<file path="src/rtl/riscv_ctrl_pkg.sv">
// Shared encodings for the multicycle RV32I controller: opcodes, datapath
// select encodings, ALU operation codes and the sequencer state set.
package riscv_ctrl_pkg;

  localparam logic [6:0] OP_R      = 7'b0110011;
  localparam logic [6:0] OP_I      = 7'b0010011;
  localparam logic [6:0] OP_LOAD   = 7'b0000011;
  localparam logic [6:0] OP_STORE  = 7'b0100011;
  localparam logic [6:0] OP_BRANCH = 7'b1100011;
  localparam logic [6:0] OP_JAL    = 7'b1101111;
  localparam logic [6:0] OP_JALR   = 7'b1100111;
  localparam logic [6:0] OP_LUI    = 7'b0110111;
  localparam logic [6:0] OP_AUIPC  = 7'b0010111;

  typedef enum logic [3:0] {
    ALU_ADD  = 4'b0000,
    ALU_SUB  = 4'b0001,
    ALU_AND  = 4'b0010,
    ALU_OR   = 4'b0011,
    ALU_XOR  = 4'b0100,
    ALU_SLT  = 4'b0101,
    ALU_SLTU = 4'b0110,
    ALU_SLL  = 4'b0111,
    ALU_SRL  = 4'b1000,
    ALU_SRA  = 4'b1001
  } alu_ctrl_e;

  typedef enum logic [1:0] {
    IMM_I = 2'b00,
    IMM_S = 2'b01,
    IMM_B = 2'b10,
    IMM_J = 2'b11
  } imm_src_e;

  typedef enum logic [1:0] {
    RES_ALU   = 2'b00,
    RES_MEM   = 2'b01,
    RES_PC4   = 2'b10,
    RES_UPPER = 2'b11
  } result_src_e;

  typedef enum logic [2:0] {
    ST_FETCH,
    ST_DECODE,
    ST_EXEC,
    ST_MEM,
    ST_HALT
  } state_e;

  typedef struct packed {
    result_src_e result_src;
    imm_src_e    imm_src;
    alu_ctrl_e   alu_ctrl;
    logic        alu_src;
    logic        reg_write;
    logic        jump;
    logic        branch;
    logic        br_on_zero;  // branch taken when Zero=1 (else when Zero=0)
    logic        jalr;
    logic        load;
    logic        store;
  } dec_t;

  // Register ops use Instr[30] for SUB and SRA; immediate ops only for SRAI.
  function automatic alu_ctrl_e alu_op(input logic [2:0] funct3,
                                       input logic       alt,
                                       input logic       is_reg);
    case (funct3)
      3'b000:  return (is_reg && alt) ? ALU_SUB : ALU_ADD;
      3'b001:  return ALU_SLL;
      3'b010:  return ALU_SLT;
      3'b011:  return ALU_SLTU;
      3'b100:  return ALU_XOR;
      3'b101:  return alt ? ALU_SRA : ALU_SRL;
      3'b110:  return ALU_OR;
      default: return ALU_AND;
    endcase
  endfunction

endpackage

</file>
<file path="src/rtl/instr_decode.sv">
// Combinational instruction decoder: maps the instruction register onto the
// datapath control fields and flags anything outside the supported subset.
module instr_decode
  import riscv_ctrl_pkg::*;
(
  input  logic [31:0] instr,
  output dec_t        dec,
  output logic        illegal
);

  logic [6:0] opcode;
  logic [2:0] funct3;
  logic       alt;
  logic       unused_bits;

  assign opcode      = instr[6:0];
  assign funct3      = instr[14:12];
  assign alt         = instr[30];
  assign unused_bits = ^{instr[31], instr[29:15], instr[11:7]};

  always_comb begin
    // NOTE: every output gets a default before the case so no path through
    // the block leaves a field unassigned, which would infer a latch.
    dec.result_src = RES_ALU;
    dec.imm_src    = IMM_I;
    dec.alu_ctrl   = ALU_ADD;
    dec.alu_src    = 1'b0;
    dec.reg_write  = 1'b0;
    dec.jump       = 1'b0;
    dec.branch     = 1'b0;
    dec.br_on_zero = 1'b0;
    dec.jalr       = 1'b0;
    dec.load       = 1'b0;
    dec.store      = 1'b0;
    illegal        = 1'b0;

    case (opcode)
      OP_R: begin
        dec.reg_write = 1'b1;
        dec.alu_ctrl  = alu_op(funct3, alt, 1'b1);
      end
      OP_I: begin
        dec.alu_src   = 1'b1;
        dec.reg_write = 1'b1;
        dec.alu_ctrl  = alu_op(funct3, alt, 1'b0);
      end
      OP_LOAD: begin
        dec.alu_src = 1'b1;
        dec.load    = 1'b1;
        illegal     = (funct3 != 3'b010);
      end
      OP_STORE: begin
        dec.alu_src = 1'b1;
        dec.imm_src = IMM_S;
        dec.store   = 1'b1;
        illegal     = (funct3 != 3'b010);
      end
      OP_BRANCH: begin
        dec.branch  = 1'b1;
        dec.imm_src = IMM_B;
        case (funct3)
          3'b000: begin dec.alu_ctrl = ALU_SUB;  dec.br_on_zero = 1'b1; end
          3'b001: begin dec.alu_ctrl = ALU_SUB;  dec.br_on_zero = 1'b0; end
          3'b100: begin dec.alu_ctrl = ALU_SLT;  dec.br_on_zero = 1'b0; end
          3'b101: begin dec.alu_ctrl = ALU_SLT;  dec.br_on_zero = 1'b1; end
          3'b110: begin dec.alu_ctrl = ALU_SLTU; dec.br_on_zero = 1'b0; end
          3'b111: begin dec.alu_ctrl = ALU_SLTU; dec.br_on_zero = 1'b1; end
          default: illegal = 1'b1;
        endcase
      end
      OP_JAL: begin
        dec.jump       = 1'b1;
        dec.imm_src    = IMM_J;
        dec.result_src = RES_PC4;
        dec.reg_write  = 1'b1;
      end
      OP_JALR: begin
        dec.alu_src    = 1'b1;
        dec.jalr       = 1'b1;
        dec.result_src = RES_PC4;
        dec.reg_write  = 1'b1;
        illegal        = (funct3 != 3'b000);
      end
      OP_LUI, OP_AUIPC: begin
        dec.result_src = RES_UPPER;
        dec.reg_write  = 1'b1;
      end
      default: illegal = 1'b1;
    endcase
  end

endmodule

</file>
<file path="src/rtl/multicycle_ctrl.sv">
// Multicycle RV32I sequencer: FETCH -> DECODE -> EXEC or MEM -> FETCH over one
// shared variable-latency memory port, with retire counter and bus timeout halt.
module multicycle_ctrl
  import riscv_ctrl_pkg::*;
#(
  parameter int MEM_TIMEOUT = 255
) (
  input  logic        clk,
  input  logic        reset,
  input  logic [31:0] Instr,
  input  logic        Zero,
  input  logic        ALUR31,
  input  logic        Carry,
  input  logic        MemReady,
  output logic [1:0]  ResultSrc,
  output logic        PCSrc,
  output logic        ALUSrc,
  output logic        RegWrite,
  output logic [1:0]  ImmSrc,
  output logic [3:0]  ALUControl,
  output logic        Jalr,
  output logic        PCWrite,
  output logic        IRWrite,
  output logic        AdrSrc,
  output logic        MemReq,
  output logic        MemWrite,
  output logic        Halted,
  output logic        BusErr,
  output logic [31:0] InstRet
);

  localparam int                WAIT_W    = (MEM_TIMEOUT > 1) ? $clog2(MEM_TIMEOUT) : 1;
  localparam logic [WAIT_W-1:0] WAIT_LAST = WAIT_W'(MEM_TIMEOUT - 1);

  state_e            state_q;
  logic [WAIT_W-1:0] wait_q;
  logic [31:0]       inst_ret_q;
  logic              bus_err_q;

  dec_t dec;
  logic illegal;
  logic mem_active;
  logic timeout;
  logic unused_flags;

  assign unused_flags = ALUR31 ^ Carry;

  instr_decode u_decode (
    .instr   (Instr),
    .dec     (dec),
    .illegal (illegal)
  );

  // A ready response in the last tolerated cycle still completes the access.
  assign mem_active = (state_q == ST_FETCH) || (state_q == ST_MEM);
  assign timeout    = mem_active && !MemReady && (wait_q == WAIT_LAST);

  always_ff @(posedge clk) begin
    // NOTE: non-blocking assignments so every register here samples the
    // pre-edge values of the others, independent of statement order.
    if (!reset) begin
      state_q    <= ST_FETCH;
      wait_q     <= '0;
      inst_ret_q <= '0;
      bus_err_q  <= 1'b0;
    end else begin
      wait_q <= (mem_active && !MemReady && !timeout) ? wait_q + 1'b1 : '0;
      case (state_q)
        ST_FETCH: begin
          if (MemReady) begin
            state_q <= ST_DECODE;
          end else if (timeout) begin
            state_q   <= ST_HALT;
            bus_err_q <= 1'b1;
          end
        end
        ST_DECODE: begin
          if (illegal)                    state_q <= ST_HALT;
          else if (dec.load || dec.store) state_q <= ST_MEM;
          else                            state_q <= ST_EXEC;
        end
        ST_EXEC: begin
          state_q    <= ST_FETCH;
          inst_ret_q <= inst_ret_q + 32'd1;
        end
        ST_MEM: begin
          if (MemReady) begin
            state_q    <= ST_FETCH;
            inst_ret_q <= inst_ret_q + 32'd1;
          end else if (timeout) begin
            state_q   <= ST_HALT;
            bus_err_q <= 1'b1;
          end
        end
        ST_HALT: state_q <= ST_HALT;
        default: state_q <= ST_HALT;
      endcase
    end
  end

  // Outputs follow the state and the live MemReady/Zero/reset inputs so that
  // handshakes complete and aborts take effect within the same cycle.
  always_comb begin
    ResultSrc  = RES_ALU;
    PCSrc      = 1'b0;
    ALUSrc     = 1'b0;
    RegWrite   = 1'b0;
    ImmSrc     = IMM_I;
    ALUControl = ALU_ADD;
    Jalr       = 1'b0;
    PCWrite    = 1'b0;
    IRWrite    = 1'b0;
    AdrSrc     = 1'b0;
    MemReq     = 1'b0;
    MemWrite   = 1'b0;
    Halted     = 1'b0;
    BusErr     = 1'b0;
    InstRet    = '0;

    if (reset) begin
      InstRet = inst_ret_q;
      BusErr  = bus_err_q;
      case (state_q)
        ST_FETCH: begin
          MemReq  = 1'b1;
          IRWrite = MemReady;
        end
        ST_EXEC: begin
          ResultSrc  = dec.result_src;
          ALUSrc     = dec.alu_src;
          ImmSrc     = dec.imm_src;
          ALUControl = dec.alu_ctrl;
          Jalr       = dec.jalr;
          RegWrite   = dec.reg_write;
          PCWrite    = 1'b1;
          PCSrc      = dec.jump || (dec.branch && (Zero == dec.br_on_zero));
        end
        ST_MEM: begin
          MemReq     = 1'b1;
          AdrSrc     = 1'b1;
          ALUSrc     = 1'b1;
          ALUControl = ALU_ADD;
          ImmSrc     = dec.store ? IMM_S : IMM_I;
          MemWrite   = dec.store;
          ResultSrc  = dec.load ? RES_MEM : RES_ALU;
          RegWrite   = MemReady && dec.load;
          PCWrite    = MemReady;
        end
        ST_HALT: Halted = 1'b1;
        default: ;
      endcase
    end
  end

endmodule

</file>
<file path="config.mk">
export PLATFORM = sky130hd
export DESIGN_NAME = multicycle_ctrl
export DESIGN_NICKNAME = d
export VERILOG_FILES = /design/src/rtl/riscv_ctrl_pkg.sv /design/src/rtl/instr_decode.sv /design/src/rtl/multicycle_ctrl.sv
export SDC_FILE = /design/constraint.sdc
export NUM_CORES = 1
export LEC_CHECK = 0
export ABC_AREA = 1
export CAP_MARGIN = 20
export CORE_UTILIZATION = 47
export CTS_CLUSTER_SIZE = 16
export DETAILED_ROUTE_END_ITERATION = 8
export GPL_TIMING_DRIVEN = 0
export PLACE_DENSITY = 0.82
export SKIP_CTS_REPAIR_TIMING = 1
export SLEW_MARGIN = 25
export SYNTH_ARGS = -nofsm -noshare
export SYNTH_HDL_FRONTEND = slang
export SYNTH_SLANG_ARGS = --single-unit
</file>
<file path="constraint.sdc">
create_clock -name clk -period 3.2 [get_ports clk]
set_input_delay 0.96 -clock clk [delete_from_list [all_inputs] [get_ports clk]]
set_output_delay 0.96 -clock clk [all_outputs]
set_load 0.02 [all_outputs]
</file>
* Word level (Yosys, flattened, before mapping)
Index checks and enable logic that the tools add are counted.
Cells by class: $add $sub $neg 2, multiply operators 0, divide/modulo/power cells 0, magnitude comparators 0, equality and inequality tests 24, shifts and indexed selects 0, mux-type cells 56, bitwise logic cells 1, reductions and logical operators 29
Operators with widths (number):
- 32-bit two-way mux | 2
- 32-bit case mux with 2 select lines | 1
- 4-bit case mux with 7 select lines | 2
- 32-bit by 1-bit adder with 32-bit output, second input constant | 1
- 1-bit two-way mux | 31
- 7-bit by 6-bit == test with 1-bit output, second input constant | 3
- 7-bit == test, second input constant | 3
- 3-bit == test, second input constant | 5
- 7-bit by 5-bit == test with 1-bit output, second input constant | 2
- 2-bit OR reduction | 7
- 3-bit by 2-bit == test with 1-bit output, second input constant | 4
- 3-bit two-way mux | 4
- 2-bit case mux with 2 select lines | 3
- 3-bit case mux with 4 select lines | 1
- 4-bit case mux with 3 select lines | 1
- 6-bit OR reduction | 2
- 3-bit case mux with 3 select lines | 1
- 8-bit by 1-bit adder with 8-bit output, second input constant | 1
- 8-bit == test, second input constant | 1
- 4-bit two-way mux | 2
- 7-bit by 2-bit == test with 1-bit output, second input constant | 1
- 3-bit by 1-bit == test with 1-bit output, second input constant | 2
- 3-bit logical NOT | 2
- 2-bit two-way mux | 3
- other kinds (17) | 27
Word-level totals: register bits 44, bits in latches 0, RAM bits 0, ROM bits 0, input port bits 38, output and inout port bits 51, memories 0

* Depth between registers and ports, before layout
Gate-level depths: netlist (run 1).
word-level depth 9, gate-level depth with buffers 12, depth with buffers taken out 12

* By module
A second synthesis (run 1) with hierarchy kept.
Second synthesis, totals: cells, all modules 495, area total of the unflattened synthesis 3012.9 µm²
Modules (own cells, without submodules):
- multicycle_ctrl | times used 1, cells an instance 426, area each 2655.0 µm², sequential area each 880.8 µm²
- instr_decode | times used 1, cells an instance 69, area each 357.8 µm², sequential area each 0.0 µm²

* Worst setup path after synthesis (run 1)
No wires, ideal clock.
path kind input-to-output, start input reset, end output ALUControl[1], arrival 2.117 ns, data required time 2.240 ns, slack 0.123 ns, stages 7, buffers on the path 1, cell sequence buf_4 > inv_2 > nor3_1 > nand2_1 > inv_2 > nand2_1 > a211oi_2
On the way: cells in the longest elaborated chain, start to end 1
Ends and longest elaborated chain:
- start: declaration | line multicycle_ctrl.sv:9 | input logic reset,
- 4-bit two-way mux | line multicycle_ctrl.sv:120 | if (reset) begin
- end: declaration | line multicycle_ctrl.sv:20 | output logic [3:0] ALUControl,
No other way between the ends.

* Worst setup path after layout (run 1)
start input Instr[3], end output MemWrite
On the way: cells in the longest elaborated chain, start to end 4
Ends and longest elaborated chain:
- start: declaration | line multicycle_ctrl.sv:10 | input logic [31:0] Instr,
- 7-bit by 6-bit == test with 1-bit output | line instr_decode.sv:37 | case (opcode)
- 1-bit two-way mux | line instr_decode.sv:37
- 1-bit two-way mux | line multicycle_ctrl.sv:123 | case (state_q)
- 1-bit two-way mux | line multicycle_ctrl.sv:120
- end: declaration | line multicycle_ctrl.sv:26 | output logic MemWrite,
No other way between the ends.

==> impl_metrics.ini, run 1 <==
[setup_path]
worst-setup-path-type = in2out
crit_path_end_kind = primary output
r2r_cells = 12
crit_arrival_ns = 2.16
critPathRequiredTime_ns = 2.24
cp_max_fo = 4
start_kind = input port

[cells_and_area]
fillers = 527
antennaDiodeCount = 0
num-nets-final = 597
fin_util_pct = 66.08
seqCellArea_um2 = 880.8
multi_input_area_um2 = 1699
syn_to_final_growth_pct = 34.84
drive_gt1_share_pct = 11.31

[route]
drt-pass1-iter-count = 5
viasPerCell = 5.087
drc = 0
wl_per_cell_um = 11.64
drt_iter0_drc = 157
wl_um = 7354
ant_nets = 0
via_count = 3215

[synth]
synth_area_um2 = 2902
yosysMostFrequentCell = nand2_1
synth_top_area_share_pct = 30.36
syn-instance-count = 483
synth_area_per_cell_um2 = 6.007
seq_area_frac_synth_pct = 30.36
synth_common_cells = nand2_1 (126), inv_1 (86), nor2_1 (69)
yosysTopAreaCell = dfxtp_1
async_flop_share_pct = 0
synth-warning-count = 0
ys_types = 39
synth_seq_cells = 44
synth_edf_count = 0
synth_area_leaders = dfxtp_1 (30%), nand2_1 (16%), inv_1 (11%)
synthFlopType = dfxtp_1
syn_nets = 524

[global_route]
grt_pass1_vias = 2788
overflow = 0
grt_pass1_wl_um = 11780
grt_antenna_before_repair = 0
grt_max_degree = 15
grtUsageTotal_pct = 22.80

[timing]
grt_setup_unrepaired = false
fin_skew_ns = 0.003868
layout_min_cycle_time_ns = 3.125
setup_viol = 0
fmax_mhz = 320.0
finalCritPeriodShare_pct = 97.65
fin_setup_tns_ns = 0
slew_violations = 0
slew_headroom_pct = 69.38
worst_pin_slew_ns = 0.4545
finalHoldViolations = 0

[clock_network]
cts_sinks = 44
clk_latency_ns = 0.30
cts_buffers = 5
clk_path_buf_depth = 2
cts-root-buf = clkbuf_8
cts_tree = done
htreeDepth = 2
path_clk_slew_ns = 0.09

[power]
power_density_nw_per_um2 = 319.1
power.leakage_nw = 2.057
ir_drop_v = 0.0002720

[floorplan]
start_util_pct = 49.01
die_area_um2 = 6492
rows = 28
die_y_um = 80.57
core_um2 = 5921
ios = 89
fp.dieW_um = 80.57

[run]
drv_cap = 0

[outcome]
status = completed

[placed_design]
numPortBuffers = 64
gp_congestion = 0.9144
hpwl_um = 5427

[min_path]
whs_path_depth = 1
hold_class = reg2reg
[per-layer routing]
| layer | wire length (µm) | GRT usage (%) | share of wire, % |
|---|---|---|---|
| met1 | 3211 | 27.51 | 44 |
| met3 | 329 | 3.295 | 4.5 |
| met5 | 0 | 0 | 0 |
| met4 | 102 | 7.500 | 1.4 |
| met2 | 3710 | 40.93 | 50 |
[logic make-up after synthesis]
family	after synthesis	share of synthesized area (%)
AO/OA/AOI/OAI	66	12.76
flip-flops	44	30.36
XOR/XNOR	3	0.9057
AND/OR/NAND/NOR	267	41.27
buffers and inverters	100	13.41
adder cells (fa/ha/maj)	3	1.294
[path summary, 6_finish.rpt]
path	start	end	slack, ns
hold reg to reg	wait_q[0]	wait_q[0]	0.47
hold / removal	wait_q[0]	wait_q[0]	0.47
setup reg to reg	inst_ret_q[0]	inst_ret_q[26]	1.57
setup / recovery	Instr[3]	MemWrite	0.08
[worst max-delay path: stages]
cell and delay, ns:
dlymetal6s2s_1 0.15, inv_2 0.08, nand2_1 0.08, nor2_4 0.20, inv_4 0.08, nor2_1 0.14, nand4_1 0.14, nor2_1 0.11
dlymetal6s2s_1 0.23
[cell usage in the layout, fill, tap and decap left out, types with 2 or more instances in the layout]
master             n
nand2_1          123
inv_1             82
nor2_1            64
dfxtp_1           44
clkdlybuf4s50_1   37
a21oi_1           32
nand3_1           30
o21ai_0           22
dlymetal6s2s_1    20
nor3_1            12
clkbuf_2           9
inv_2              7
nand4_1            7
buf_4              6
nor2_2             6
nor2_4             5
clkbuf_8           5
inv_4              3
nor3_4             3
nand2_2            3
nand3_2            3
nor3b_1            3
ha_1               3
bufinv_16          3
o21ai_1            2
xor2_1             2
o21a_1             2
nand2_4            2
[sequential cells by signal (all words and copies together) (netlist names)]
signal and flops:
inst_ret_q 32, wait_q 8, state_q 3, bus_err_q 1
[cell type report]
class / count / share of cell area (%)
plain buffers: 8 / 1.247
clock buffers: 5 / 1.759
clock inverters: 3 / 2.303
inverters: 92 / 9.018
multi-input cells: 339 / 43.43
flip-flops and latches: 44 / 22.51
well taps: 75 / 2.398
repair buffers: 66 / 17.33
[where the power goes]
group / internal [mW] / switching, mW
Combinational: 0.0367 / 0.0657
Clock: 0.390 / 0.200
Sequential: 0.550 / 0.00582
Total: 0.978 / 0.271
[through the flow]
| step | area (µm²) | power, mW | std cells | hold WS [ns] | worst slack [ns] |
|---|---|---|---|---|---|
| CTS | 3795 | 1.242 | 630 | 0.4712 | -0.8340 |
| global route | 3913 | 1.291 | 632 | 0.4906 | 0.0005613 |
| global placement | 3636 | 0.6585 | 622 | 0.4429 | -0.7906 |
| finish | 3913 | 1.249 | 632 | 0.4718 | 0.07525 |
| floorplan | 2902 | 0.6210 | 483 | 0.4194 | 0.1228 |
| detailed placement | 3636 | 0.6614 | 622 | 0.4500 | -0.8248 |
(Power assumes the default switching activity.)
==> inputs of run 2 (changes only) <==
--- a/config.mk
+++ b/config.mk
@@ -17,3 +17,4 @@
 export SYNTH_ARGS = -nofsm -noshare
 export SYNTH_HDL_FRONTEND = slang
 export SYNTH_SLANG_ARGS = --single-unit
+export TNS_END_PERCENT = 30
==> constraint.sdc (replaced) <==
create_clock -name clk -period 3.4 [get_ports clk]
set_input_delay 1.02 -clock clk [delete_from_list [all_inputs] [get_ports clk]]
set_output_delay 1.02 -clock clk [all_outputs]
set_load 0.02 [all_outputs]
==> run 2 against run 1 <==
Net effect: the flow now finishes with violations (negative setup slack); routed wire length about the same; global-route usage unchanged; non-clock buffer count did not move; combinational power decreased by 7%; flip-flop and latch count is the same; worst hold slack is essentially flat.
==> impl_metrics.ini, run 2 (synthesized netlist as in run 1, its figures left out) <==
[power]
power.leakage_nw = 2.015
ir_drop_v = 0.0002560
power_density_nw_per_um2 = 301.7

[global_route]
grtUsageTotal_pct = 22.80
grt_antenna_before_repair = 0
grt_max_degree = 15
grt_pass1_wl_um = 11780
grt_pass1_vias = 2788
overflow = 0

[floorplan]
core_um2 = 5921
rows = 28
ios = 89
start_util_pct = 49.01
fp.dieW_um = 80.57
die_area_um2 = 6492
die_y_um = 80.57

[timing]
setup_viol = 2
slew_violations = 0
finalHoldViolations = 0
fin_setup_tns_ns = -0.1003
worst_pin_slew_ns = 0.5048
setup_ws_ns = -0.05955
slew_headroom_pct = 66.35
finalCritPeriodShare_pct = 101.8
layout_min_cycle_time_ns = 3.460
grt_setup_unrepaired = true
fin_skew_ns = 0.003630
fmax_mhz = 289.1

[setup_path]
critPathRequiredTime_ns = 2.38
crit_arrival_ns = 2.44
start_kind = input port
worst-setup-path-type = in2out
cp_max_fo = 10
crit_path_end_kind = primary output

[placed_design]
numPortBuffers = 64
hpwl_um = 5427
dp.cells = 622
gp_congestion = 0.9144
dp_slack_ns = -0.7448

[cells_and_area]
num-nets-final = 597
largest_reg_flops = 32
syn_to_final_growth_pct = 34.24
drive_gt1_share_pct = 10.05
reg_top3 = inst_ret_q: 32 flops, wait_q: 8 flops, state_q: 3 flops
fin_util_pct = 65.79
finalNonFillerCells = 632
largest-register = inst_ret_q
final_cell_mix = nand2_1 (123), inv_1 (82), nor2_1 (65)
final_common_cell = nand2_1
antennaDiodeCount = 0

[clock_network]
cts_buffers = 5
clk_latency_ns = 0.30
cts-root-buf = clkbuf_8
path_clk_slew_ns = 0.08
htreeDepth = 2
cts_tree = done
clk_path_buf_depth = 2
cts_sinks = 44

[route]
drc = 0
drt_iter0_drc = 157
viasPerCell = 5.100
wl_per_cell_um = 11.65
wl_um = 7361
ant_nets = 0
drt-pass1-iter-count = 4
via_count = 3223

[outcome]
status = finished, violations left
violations = negative setup slack

[run]
drv_cap = 0

[min_path]
hold_class = reg2reg
## run 2: cell count changes in the layout (fill, tap and decap cells not counted)
cell | before | now
clkbuf_1 | 0 | 5
clkbuf_2 | 9 | 4
clkdlybuf4s50_1 | 37 | 39
dlymetal6s2s_1 | 20 | 18
buf_1 | 0 | 1
buf_2 | 1 | 0
inv_2 | 7 | 8
inv_4 | 3 | 2
nor2_1 | 64 | 65
nor2_2 | 6 | 5
## run 2: final timing paths
path | from | to | slack (ns) | depth (start not counted)
setup / recovery | reset | BusErr | -0.06 | 5
setup reg to reg | inst_ret_q[0] | inst_ret_q[26] | 1.77 | 12
hold / removal | wait_q[0] | wait_q[0] | 0.47 | 1
hold reg to reg | wait_q[0] | wait_q[0] | 0.47 | 1
## run 2: worst max-delay path, cell delays in order
cell             delay [ns]
buf_4                  0.15
clkbuf_1               0.42
nand2_1                0.17
inv_1                  0.08
clkdlybuf4s50_1        0.60
## run 2: layout make-up
cell class	instances	area, µm²
plain buffers	8	41.29
clock buffers	5	68.82
clock inverters	3	90.09
fillers	529	2026
inverters	92	350.3
multi-input cells	339	1697
flip-flops and latches	44	880.8
well taps	75	93.84
repair buffers	66	673.1
## run 2: layer usage
metal	vias up	global-route usage [%]	share of wire, %
li1	1657	-	-
met5	-	0	0
met4	0	7.500	1.5
met1	1468	27.51	44
met3	12	3.295	4.1
met2	86	40.93	50
## run 2: per-stage QoR
stage | power (mW) | hold WS [ns] | area (µm²)
2_1_floorplan | 0.5844 | 0.4194 | 2902
3_3_place_gp | 0.6198 | 0.4429 | 3636
3_5_place_dp | 0.6225 | 0.4500 | 3636
4_1_cts | 1.169 | 0.4712 | 3795
5_1_grt | 1.214 | 0.4906 | 3895
6_report | 1.175 | 0.4717 | 3895
## run 2: power by group
group / internal, mW / total [mW] / switching, mW
clock: 0.367 / 0.556 / 0.189
sequential: 0.518 / 0.524 / 0.00544
combinational: 0.0337 / 0.0953 / 0.0615
total: 0.919 / 1.18 / 0.256
